`src/rtl/mult_pkg.sv`:
```
// mult_pkg: shared types and constants for the sequential signed multiplier
// controller (mult_ctrl) and its RUN-cycle step counter (mult_step_cnt).
package mult_pkg;

    localparam int OP_W          = 8;
    localparam int RES_W         = 16;
    localparam int TIMEOUT_STEPS = 10;

    typedef enum logic [2:0] {
        IDLE  = 3'd0,
        CLEAR = 3'd1,
        LOAD  = 3'd2,
        RUN   = 3'd3,
        FIX   = 3'd4,
        DONE  = 3'd5
    } state_e;

    // Re-apply the operand sign to the unsigned magnitude product (modulo 2^RES_W).
    function automatic logic [RES_W-1:0] apply_sign(input logic sgn,
                                                    input logic [RES_W-1:0] mag);
        return sgn ? (~mag + RES_W'(1)) : mag;
    endfunction

endpackage

```
`src/rtl/mult_step_cnt.sv`:
```
// mult_step_cnt: 4-bit clear/increment counter with a terminal flag.
// Used by mult_ctrl to bound the number of RUN cycles when MULT_CTRL_TIMEOUT_EN
// is defined. term_o is high once TIMEOUT_STEPS-1 increments have been seen, so
// the cycle in which it is high is the TIMEOUT_STEPS-th counted cycle.
module mult_step_cnt
    import mult_pkg::*;
(
    input  logic clk,
    input  logic rst,
    input  logic clr_i,
    input  logic inc_i,
    output logic term_o
);

    localparam logic [3:0] TERM_CNT = 4'(TIMEOUT_STEPS - 1);

    logic [3:0] cnt_q;
    logic [3:0] cnt_d;

    // Next count: clear wins over increment.
    always_comb begin
        cnt_d = cnt_q;
        if (clr_i) begin
            cnt_d = 4'd0;
        end else if (inc_i) begin
            cnt_d = cnt_q + 4'd1;
        end
    end

    // Count register with synchronous reset.
    always_ff @(posedge clk) begin
        if (rst) begin
            cnt_q <= 4'd0;
        end else begin
            cnt_q <= cnt_d;
        end
    end

    assign term_o = (cnt_q == TERM_CNT);

endmodule

```
`src/rtl/mult_ctrl.sv`:
```
// mult_ctrl: controller for a shift/add signed 8x8 multiplier. Operands are
// captured on start, the external datapath works on magnitudes, and the sign is
// re-applied to the magnitude product in FIX.
// Optional feature: define MULT_CTRL_TIMEOUT_EN to abort RUN after
// TIMEOUT_STEPS consecutive non-zero cycles with error=1 and result=0.
module mult_ctrl
    import mult_pkg::*;
(
    input  logic             clk,
    input  logic             rst,
    input  logic             start,
    input  logic [OP_W-1:0]  mp,
    input  logic [OP_W-1:0]  mc,
    output logic             busy,
    output logic             done,
    output logic [RES_W-1:0] result,
    output logic             error,
    output logic [OP_W-1:0]  dp_mp,
    output logic [OP_W-1:0]  dp_mc,
    output logic             dp_clr,
    output logic             dp_load,
    output logic             dp_enable,
    output logic             dp_psel,
    input  logic             dp_b0,
    input  logic             dp_zero,
    input  logic [RES_W-1:0] dp_product
);

    state_e           state_q, state_d;
    logic             sgn_q, sgn_d;
    logic [OP_W-1:0]  dp_mp_q, dp_mp_d;
    logic [OP_W-1:0]  dp_mc_q, dp_mc_d;
    logic [RES_W-1:0] result_q, result_d;

`ifdef MULT_CTRL_TIMEOUT_EN
    logic error_q, error_d;
    logic step_term;

    // Counts RUN cycles in which the datapath still has work; cleared outside RUN.
    mult_step_cnt u_step_cnt (
        .clk    (clk),
        .rst    (rst),
        .clr_i  (state_q != RUN),
        .inc_i  ((state_q == RUN) && !dp_zero),
        .term_o (step_term)
    );

    assign error = error_q;
`else
    assign error = 1'b0;
`endif

    // Next-state, datapath strobes and register updates for the control FSM.
    always_comb begin
        state_d   = state_q;
        sgn_d     = sgn_q;
        dp_mp_d   = dp_mp_q;
        dp_mc_d   = dp_mc_q;
        result_d  = result_q;
`ifdef MULT_CTRL_TIMEOUT_EN
        error_d   = error_q;
`endif
        busy      = 1'b1;
        done      = 1'b0;
        dp_clr    = 1'b0;
        dp_load   = 1'b0;
        dp_enable = 1'b0;
        dp_psel   = 1'b0;

        case (state_q)
            IDLE: begin
                busy = 1'b0;
                if (start) begin
                    dp_mp_d = mp;
                    dp_mc_d = mc;
                    sgn_d   = mp[OP_W-1] ^ mc[OP_W-1];
                    state_d = CLEAR;
                end
            end
            CLEAR: begin
                dp_clr  = 1'b1;
                state_d = LOAD;
            end
            LOAD: begin
                dp_load = 1'b1;
                state_d = RUN;
            end
            RUN: begin
                // Strobes follow the datapath flags in the same cycle.
                dp_enable = !dp_zero;
                dp_psel   = dp_b0 & !dp_zero;
                if (dp_zero) begin
                    state_d = FIX;
                end
`ifdef MULT_CTRL_TIMEOUT_EN
                else if (step_term) begin
                    state_d  = DONE;
                    result_d = '0;
                    error_d  = 1'b1;
                end
`endif
            end
            FIX: begin
                result_d = apply_sign(sgn_q, dp_product);
`ifdef MULT_CTRL_TIMEOUT_EN
                error_d  = 1'b0;
`endif
                state_d  = DONE;
            end
            DONE: begin
                done    = 1'b1;
                state_d = IDLE;
            end
            default: begin
                state_d = IDLE;
            end
        endcase
    end

    // State and captured-data registers; reset returns everything to zero/IDLE.
    always_ff @(posedge clk) begin
        if (rst) begin
            state_q  <= IDLE;
            sgn_q    <= 1'b0;
            dp_mp_q  <= '0;
            dp_mc_q  <= '0;
            result_q <= '0;
`ifdef MULT_CTRL_TIMEOUT_EN
            error_q  <= 1'b0;
`endif
        end else begin
            state_q  <= state_d;
            sgn_q    <= sgn_d;
            dp_mp_q  <= dp_mp_d;
            dp_mc_q  <= dp_mc_d;
            result_q <= result_d;
`ifdef MULT_CTRL_TIMEOUT_EN
            error_q  <= error_d;
`endif
        end
    end

    assign dp_mp  = dp_mp_q;
    assign dp_mc  = dp_mc_q;
    assign result = result_q;

endmodule
```
`config.mk`:
```
export PLATFORM = sky130hd
export DESIGN_NAME = mult_ctrl
export DESIGN_NICKNAME = d
export VERILOG_FILES = /design/src/rtl/mult_pkg.sv /design/src/rtl/mult_step_cnt.sv /design/src/rtl/mult_ctrl.sv
export SDC_FILE = /design/constraint.sdc
export NUM_CORES = 1
export LEC_CHECK = 0
export BUFFER_PORTS_ARGS = -buffer_cell sky130_fd_sc_hd__buf_2
export CAP_MARGIN = 20
export CORE_MARGIN = 4
export CORE_UTILIZATION = 30
export CTS_BUF_LIST = sky130_fd_sc_hd__clkbuf_8
export DETAILED_ROUTE_END_ITERATION = 8
export PLACE_DENSITY_LB_ADDON = 0.15
export SYNTH_ARGS = -nofsm -noshare
export SYNTH_HDL_FRONTEND = slang
export SYNTH_SLANG_ARGS = --single-unit
```
`constraint.sdc`:
```
create_clock -name clk -period 1.6 [get_ports clk]
set_input_delay 0.08 -clock clk [delete_from_list [all_inputs] [get_ports clk]]
set_output_delay 0.08 -clock clk [all_outputs]
set_load 0.005 [all_outputs]
```
## Word-level counts from Yosys, hierarchy flattened

Index checks and enable logic that the tools add are counted.

| storage, ports and cells | value |
|---|---|
| register bits after elaboration | 36 |
| input bits | 37 |
| output and inout bits | 39 |

| operators by class | value |
|---|---|
| add/sub/neg operators | 1 |
| eq/ne operators | 7 |
| muxes and demuxes | 10 |
| bitwise gates (word level) | 3 |
| reductions and logical operators | 4 |

Operators with widths:

| cell | number |
|---|---|
| adder 16 x 1 -> 16 bit (second input constant) | 1 |
| 2-to-1 mux 16 bit | 1 |
| NOT 16 bit | 1 |
| case mux 3 bit (5 select lines) | 1 |
| == test 3 x 2 -> 1 bit (second input constant) | 2 |
| == test 3 bit (second input constant) | 2 |
| 2-to-1 mux 1 bit | 6 |
| 2-to-1 mux 3 bit | 2 |
| != test 2 bit (second input constant) | 2 |
| AND reduction 2 bit | 2 |
| == test 3 x 1 -> 1 bit (second input constant) | 1 |
| logical NOT 3 bit | 1 |
| bitwise AND 1 bit | 1 |
| logical NOT 1 bit | 1 |
| XOR 1 bit | 1 |

## Depth between registers and ports, before layout

Gate-level depths: netlist (run 1).

| logic depth | value |
|---|---|
| depth in word-level cells | 3 |
| mapped depth | 7 |
| gate-level depth less buffers | 6 |

## Least setup slack after synthesis (run 1)

OpenSTA, ideal clock, no wires.

| timing | value |
|---|---|
| path type | input to register |
| start | input dp_product[6] |
| end | register result_q[15] (netlist: result[15]) |
| arrival time | 1623 ps |
| data required time | 1514 ps |
| slack | -109 ps |
| stages | 5 |
| path buffers | 0 |
| path through | or3_2 or3_4 o41ai_4 xor2_1 a211oi_1 |

| between the ends | value |
|---|---|
| word-level cells in the longest chain between the ends | 3 |

RTL lines:

| item | RTL line | text |
|---|---|---|
| from (decl) | mult_ctrl.sv:26 | `input logic [RES_W-1:0] dp_product` |
| NOT 16 bit | mult_pkg.sv:21 | `return sgn ? (~mag + RES_W'(1)) : mag;` |
| adder 16 x 1 -> 16 bit | mult_pkg.sv:21 |  |
| 2-to-1 mux 16 bit | mult_pkg.sv:21 |  |
| to (signal assigned) | mult_ctrl.sv:136 | `result_q <= result_d;` |
| to (decl) | mult_ctrl.sv:33 | `logic [RES_W-1:0] result_q, result_d;` |

No other way between the ends.
A chain may end at the register's enable or synchronous reset.

## Worst setup path after layout (run 1)

| timing | value |
|---|---|
| start | input dp_product[0] |
| end | register result_q[15] (netlist: result[15]) |

The elaborated chain is that of the path after synthesis.

==> impl_metrics.env, run 1 <==
export IMPL_leakagePower_nw=1.04
export IMPL_rows=26
export IMPL_fin_setup_tns_ns=0
export IMPL_crit_chain="buf_2 -> or4_4 -> or3_4 -> o41ai_4 -> xor2_1 -> a211oi_2"
export IMPL_setup_slack_ns=0.0358
export IMPL_holdPathStages=3
export IMPL_io_buffers=74
export IMPL_grt_pass1_vias=1460
export IMPL_hp_class="primary input to register"
export IMPL_synth_nets=235
export IMPL_hold_buffers=0
export IMPL_r2r_slack_ns=0.21
export IMPL_min_to="dp_mp[3]"
export IMPL_utilization=0.448
export IMPL_avgSynthCellArea_um2=8.25
export IMPL_min_from="mp[3]"
export IMPL_cts_buffers=5
export IMPL_route_detailed_drc=0
export IMPL_antenna_found_initial=0
export IMPL_dr_pass1_iters=4
export IMPL_crit_path_top_delay_cell="or4_4"
export IMPL_overflow=0
export IMPL_yosysSeqAreaShare=0.443
export IMPL_fin_crit_sh=0.978
export IMPL_vdd_drop_max_mv=0.433
export IMPL_grtUsageTotal=0.126
export IMPL_htree_levels=2
export IMPL_cts_tree="done"
export IMPL_r2r_cells=5
export IMPL_fin_worst_skew_ns=0.00222
export IMPL_fp_dieH_um=81.6
export IMPL_grt_start_max_net_pins=23
export IMPL_post_cts_resized=0
export IMPL_synth_seq_cells=36
export IMPL_synth_top_area_share=0.443
export IMPL_post_cts_setup_buffers=0
export IMPL_r2r_start="state_q[2]"
export IMPL_p_per_area_nw_per_um2=932
export IMPL_die_area_um2=6660
export IMPL_status="completed"
export IMPL_reg2reg_to="sgn_q"
export IMPL_dp_slack_ns=-0.274
export IMPL_syn_to_final_growth_pct=42.6
export IMPL_path_class="primary input to register"
export IMPL_synthTopCellsByArea="dfxtp_1, nand2_1, a211oi_1, xor2_1, a21oi_1"
export IMPL_clockBufferDepth=2
export IMPL_yosys_warnings=0
export IMPL_path_max_fanout=4
export IMPL_netlist_area_um2=1630
export IMPL_path_clk_slew_ns=0.07
export IMPL_synth_area_leader_cell="dfxtp_1"
export IMPL_critical_path_arrival_ns=1.72
export IMPL_start_util=0.314
export IMPL_final_common_cell="buf_2"
export IMPL_max_stage_delay_ns=0.53
export IMPL_num_fill_cells=540
export IMPL_hold_viol=0
export IMPL_wire_per_inst_um=11.5
export IMPL_crit_path_start_kind="primary input"
export IMPL_coreArea_um2=5170
export IMPL_io_pins=76
export IMPL_finalNetCount=322
export IMPL_period_minus_slack_ns=1.56
export IMPL_required_ns=1.76
export IMPL_whs_ns=0.0250
export IMPL_clk_latency_ns=0.28
export IMPL_die_w_um=81.6
export IMPL_setup_viol=0
export IMPL_worstSetupEndpointType="register"
export IMPL_vias=1604
export IMPL_dp_hpwl_mm=3.15
export IMPL_final_cell_mix="buf_2, nand2_1, dfxtp_1"
export IMPL_viasPerCell=4.52
export IMPL_p_total_w=0.00216
export IMPL_critPathTopFamily="simple AND/OR/NAND/NOR gates"
export IMPL_first_iter_violations=29
export IMPL_final_max_slew_viol_count=0
export IMPL_grt_pass1_wl_mm=6.53
export IMPL_drt_total_wl_mm=4.09
export IMPL_antenna_cells=0
export IMPL_cts_root_buf="clkbuf_8"
export IMPL_ys_types=31
export IMPL_fmax_mhz=639
export IMPL_place_congestion=0.693
export IMPL_maxCapViolations=0
export IMPL_clock_sinks=36
export IMPL_path_buf_inv=1
export IMPL_drive_above_1_share=0.382
export IMPL_drt_antenna_violating_nets=0
export IMPL_rsz0062_at_grt="true"
export IMPL_syn_inst=197
==> how the worst max path moves through the flow <==
stage	from	to	slack (ns)	cells after the start
finish	dp_product[0]	result[15]	0.04	6
global route	dp_product[0]	result[11]	-0.006	6
CTS	dp_product[0]	result[15]	0.03	6
detailed placement	dp_product[0]	result[11]	-0.27	6
global placement	dp_product[0]	result[15]	-0.25	6
floorplan	dp_product[0]	result[15]	-0.08	5
==> worst register-to-register path, delay by kind of cell (launching register included) <==
family          cells  cell delay [ns]
simple gates        3             0.58
compound gates      1             0.18
buf+inv             1             0.15
flops               1             0.39
==> sequential cells by signal (all words and copies together), names as in the netlist <==
register and count:
dp_mc 8, result 16, dp_mp 8, sgn_q 1
state_q 3
==> cell usage after synthesis <==
cell type / instances
o41ai_4: 1
a21oi_1: 20
nor2b_1: 1
or3_4: 1
nand2b_1: 2
and2_1: 3
buf_1: 3
clkbuf_1: 11
mux2i_1: 1
or2_2: 1
nor2_1: 19
ha_1: 1
nand2_1: 38
inv_1: 4
or4_1: 2
o31ai_1: 4
dfxtp_1: 36
xor2_1: 12
xnor2_1: 3
o41ai_1: 4
o31a_1: 1
nor3_1: 1
nand4b_1: 1
buf_4: 1
conb_1: 1
a211oi_1: 15
nor3b_1: 1
nand3b_1: 1
a21boi_0: 1
o21ai_0: 6
or3_2: 1
==> report_power, final <==
group | internal [W] | total (W) | switching [W]
sequential | 0.000941 | 0.000970 | 0.0000289
combinational | 0.000194 | 0.000393 | 0.000198
clock | 0.000461 | 0.000797 | 0.000336
==> cell type report <==
class	count	area, µm²	area share
multi-input combinational	142	842	0.363
tap	70	87.6	0.0378
sequential	36	721	0.311
clock inverter	3	42.5	0.0184
timing repair buffer	95	541	0.233
clock buffer	5	68.8	0.0297
inverter	4	15.0	0.00648
==> metal layers <==
metal | wire [µm] | up-vias | track usage
li1 | - | 845 | -
met4 | 38 | 0 | 0.0449
met3 | 310 | 4 | 0.0362
met5 | 0 | - | 0
met1 | 1970 | 711 | 0.169
met2 | 1760 | 44 | 0.192
==> metrics by stage <==
step / cell area [µm²] / instances
6_report: 2320 / 355
5_1_grt: 2320 / 355
4_1_cts: 2310 / 355
3_5_place_dp: 2200 / 347
3_3_place_gp: 2200 / 347
2_1_floorplan: 1630 / 197
==> kinds of logic (layout without fill, tap and decap cells) <==
kind of cell               count (synthesis)  after routing  synth area share
AOI/OAI and AO/OA                         52             52             0.216
xor gates and xnor gates                  15             15            0.0808
adders and majority gates                  1              1           0.00770
buffers and inverters                     19            107            0.0462
DFF                                       36             36             0.443
muxes                                      1              1           0.00616
other                                      1              1           0.00231
and+or+nand+nor                           72             72             0.197
Note: power is estimated with default switching activity, not from simulation.
==> inputs of run 2 (changes only) <==
--- a/config.mk
+++ b/config.mk
@@ -12,6 +12,7 @@
 export CTS_BUF_LIST = sky130_fd_sc_hd__clkbuf_8
 export DETAILED_ROUTE_END_ITERATION = 8
 export PLACE_DENSITY_LB_ADDON = 0.15
+export REMOVE_ABC_BUFFERS = 1
 export SYNTH_ARGS = -nofsm -noshare
 export SYNTH_HDL_FRONTEND = slang
 export SYNTH_SLANG_ARGS = --single-unit
==> run 2 against run 1 <==
Against the previous run: clock power is 19% lower; combinational power is 2% lower; flip-flop and latch count stayed put; core utilization is 0.56 points lower; register-to-register slack better by 0.02 ns; first-iteration DRC count is 41% lower; worst setup slack better by 0.0020 ns; largest cell class unchanged.
==> impl_metrics.env, run 2 (same netlist as run 1, synthesis figures left out) <==
export IMPL_syn_to_final_growth_pct=40.8
export IMPL_cts_tree="done"
export IMPL_drt_antenna_violating_nets=0
export IMPL_fin_area_um2=2290
export IMPL_fin_crit_sh=0.976
export IMPL_setup_viol=0
export IMPL_first_iter_violations=17
export IMPL_multi_input_area_um2=842
export IMPL_clock_sinks=36
export IMPL_path_clk_slew_ns=0.07
export IMPL_antenna_cells=0
export IMPL_regArea_um2=721
export IMPL_met3_wirelength_um=366
export IMPL_fin_worst_skew_ns=0.00262
export IMPL_r2r_slack_ns=0.23
export IMPL_clockBufferDepth=2
export IMPL_die_w_um=81.6
export IMPL_overflow=0
export IMPL_cts_root_buf="clkbuf_8"
export IMPL_cts_buffers=5
export IMPL_crit_path_start_kind="primary input"
export IMPL_fmax_mhz=640
export IMPL_vdd_drop_max_mv=0.273
export IMPL_dr_pass1_iters=4
export IMPL_path_buf_inv=1
export IMPL_drive_above_1_share=0.373
export IMPL_finalNetCount=321
export IMPL_fp_dieH_um=81.6
export IMPL_crit_path_top_delay_cell="or4_1"
export IMPL_wl_met1_mm=1.88
export IMPL_p_clk_frac=0.324
export IMPL_clk_latency_ns=0.28
export IMPL_swShare=0.267
export IMPL_fin_setup_tns_ns=0
export IMPL_wire_per_inst_um=12.0
export IMPL_drt_total_wl_mm=4.23
export IMPL_final_common_cell="buf_2"
export IMPL_post_cts_setup_buffers=0
export IMPL_start_util=0.314
export IMPL_min_from="mp[2]"
export IMPL_place_congestion=0.722
export IMPL_p_sw_w=0.000535
export IMPL_maxCapViolations=0
export IMPL_postPlaceCellArea_um2=2190
export IMPL_die_area_um2=6660
export IMPL_largest_reg_flops=16
export IMPL_p_seq_frac=0.484
export IMPL_vias=1603
export IMPL_crit_chain="buf_2 -> or4_1 -> or3_4 -> o31ai_2 -> xor2_1 -> a211oi_1"
export IMPL_hold_viol=0
export IMPL_power_internal_w=0.00147
export IMPL_r2r_start="state_q[0]"
export IMPL_viasPerCell=4.53
export IMPL_worstSetupEndpointType="register"
export IMPL_p_total_w=0.00200
export IMPL_io_buffers=74
export IMPL_period_minus_slack_ns=1.56
export IMPL_status="completed"
export IMPL_path_max_fanout=4
export IMPL_routed_wl_met2_mm=1.95
export IMPL_path_class="primary input to register"
export IMPL_antenna_found_initial=0
export IMPL_rsz0062_at_grt="true"
export IMPL_crit_start="dp_product[0]"
export IMPL_htree_levels=2
export IMPL_top_layer="met4"
export IMPL_rows=26
export IMPL_grtUsageTotal=0.129
export IMPL_coreArea_um2=5170
export IMPL_num_fill_cells=568
export IMPL_hold_buffers=0
export IMPL_io_pins=76
export IMPL_grt_start_max_net_pins=32
export IMPL_p_per_area_nw_per_um2=874
export IMPL_combPwrFrac=0.192
export IMPL_final_cell_mix="buf_2, nand2_1, dfxtp_1"
export IMPL_grt_pass1_wl_mm=6.66
export IMPL_critPathTopFamily="simple AND/OR/NAND/NOR gates"
export IMPL_leakagePower_nw=1.03
export IMPL_critical_path_arrival_ns=1.76
export IMPL_dp_hpwl_mm=3.23
export IMPL_hp_class="primary input to register"
export IMPL_grt_pass1_vias=1475
export IMPL_final_max_slew_viol_count=0
export IMPL_required_ns=1.80
export IMPL_max_stage_delay_ns=0.54
export IMPL_route_detailed_drc=0
run 2: cell type report:
class	count	share of cell area
clock inverter	2	0.00328
inverter	4	0.00656
clock buffer	6	0.0361
multi-input combinational	142	0.368
tap	70	0.0383
sequential	36	0.315
timing repair buffer	94	0.233
run 2: per-layer routing:
layer | up-vias | track usage
li1 | 844 | -
met1 | 701 | 0.160
met2 | 51 | 0.213
met3 | 7 | 0.0406
met4 | 0 | 0.0399
met5 | - | 0
run 2: worst register-to-register path, cell delays in order, from the launching register on:
cell	delay [ns]
dfxtp_1	0.37
nor3_1	0.30
and2_1	0.22
buf_4	0.21
nand2_1	0.09
a21oi_1	0.11
run 2: power by group through the flow:
stage	logic [W]	clock network [W]	registers [W]
CTS	0.000388	0.000675	0.000969
finish	0.000384	0.000648	0.000969
detailed placement	0.000387	0	0.000990
floorplan	0.000174	0	0.00100
global placement	0.000383	0	0.000990
global route	0.000440	0.000712	0.000974
run 2: repair_timing:
| item | in CTS | in global routing |
|---|---|---|
| endpoints found under the hold margin | 0 | 0 |
| gates resized for setup | 0 | 2 |
| setup endpoints to repair | 0 | 3 |
run 2: path summary, 6_finish.rpt:
check | endpoint | cells after the start
max | result[13] | 6
min | dp_mp[2] | 3
max reg2reg | dp_mp[4] | 5
min reg2reg | dp_mp[4] | 2
run 2: per-stage QoR:
| stage | worst slack, ns | utilization | std cells | hold WS, ns |
|---|---|---|---|---|
| detailed placement | -0.301 | 0.423 | 346 | 0.327 |
| global placement | -0.258 | 0.423 | 346 | 0.327 |
| finish | 0.0378 | 0.442 | 354 | 0.0350 |
| CTS | 0.0241 | 0.440 | 354 | 0.0215 |
| global route | -0.0383 | 0.442 | 354 | 0.0300 |
| floorplan | -0.119 | - | 182 | 0.149 |
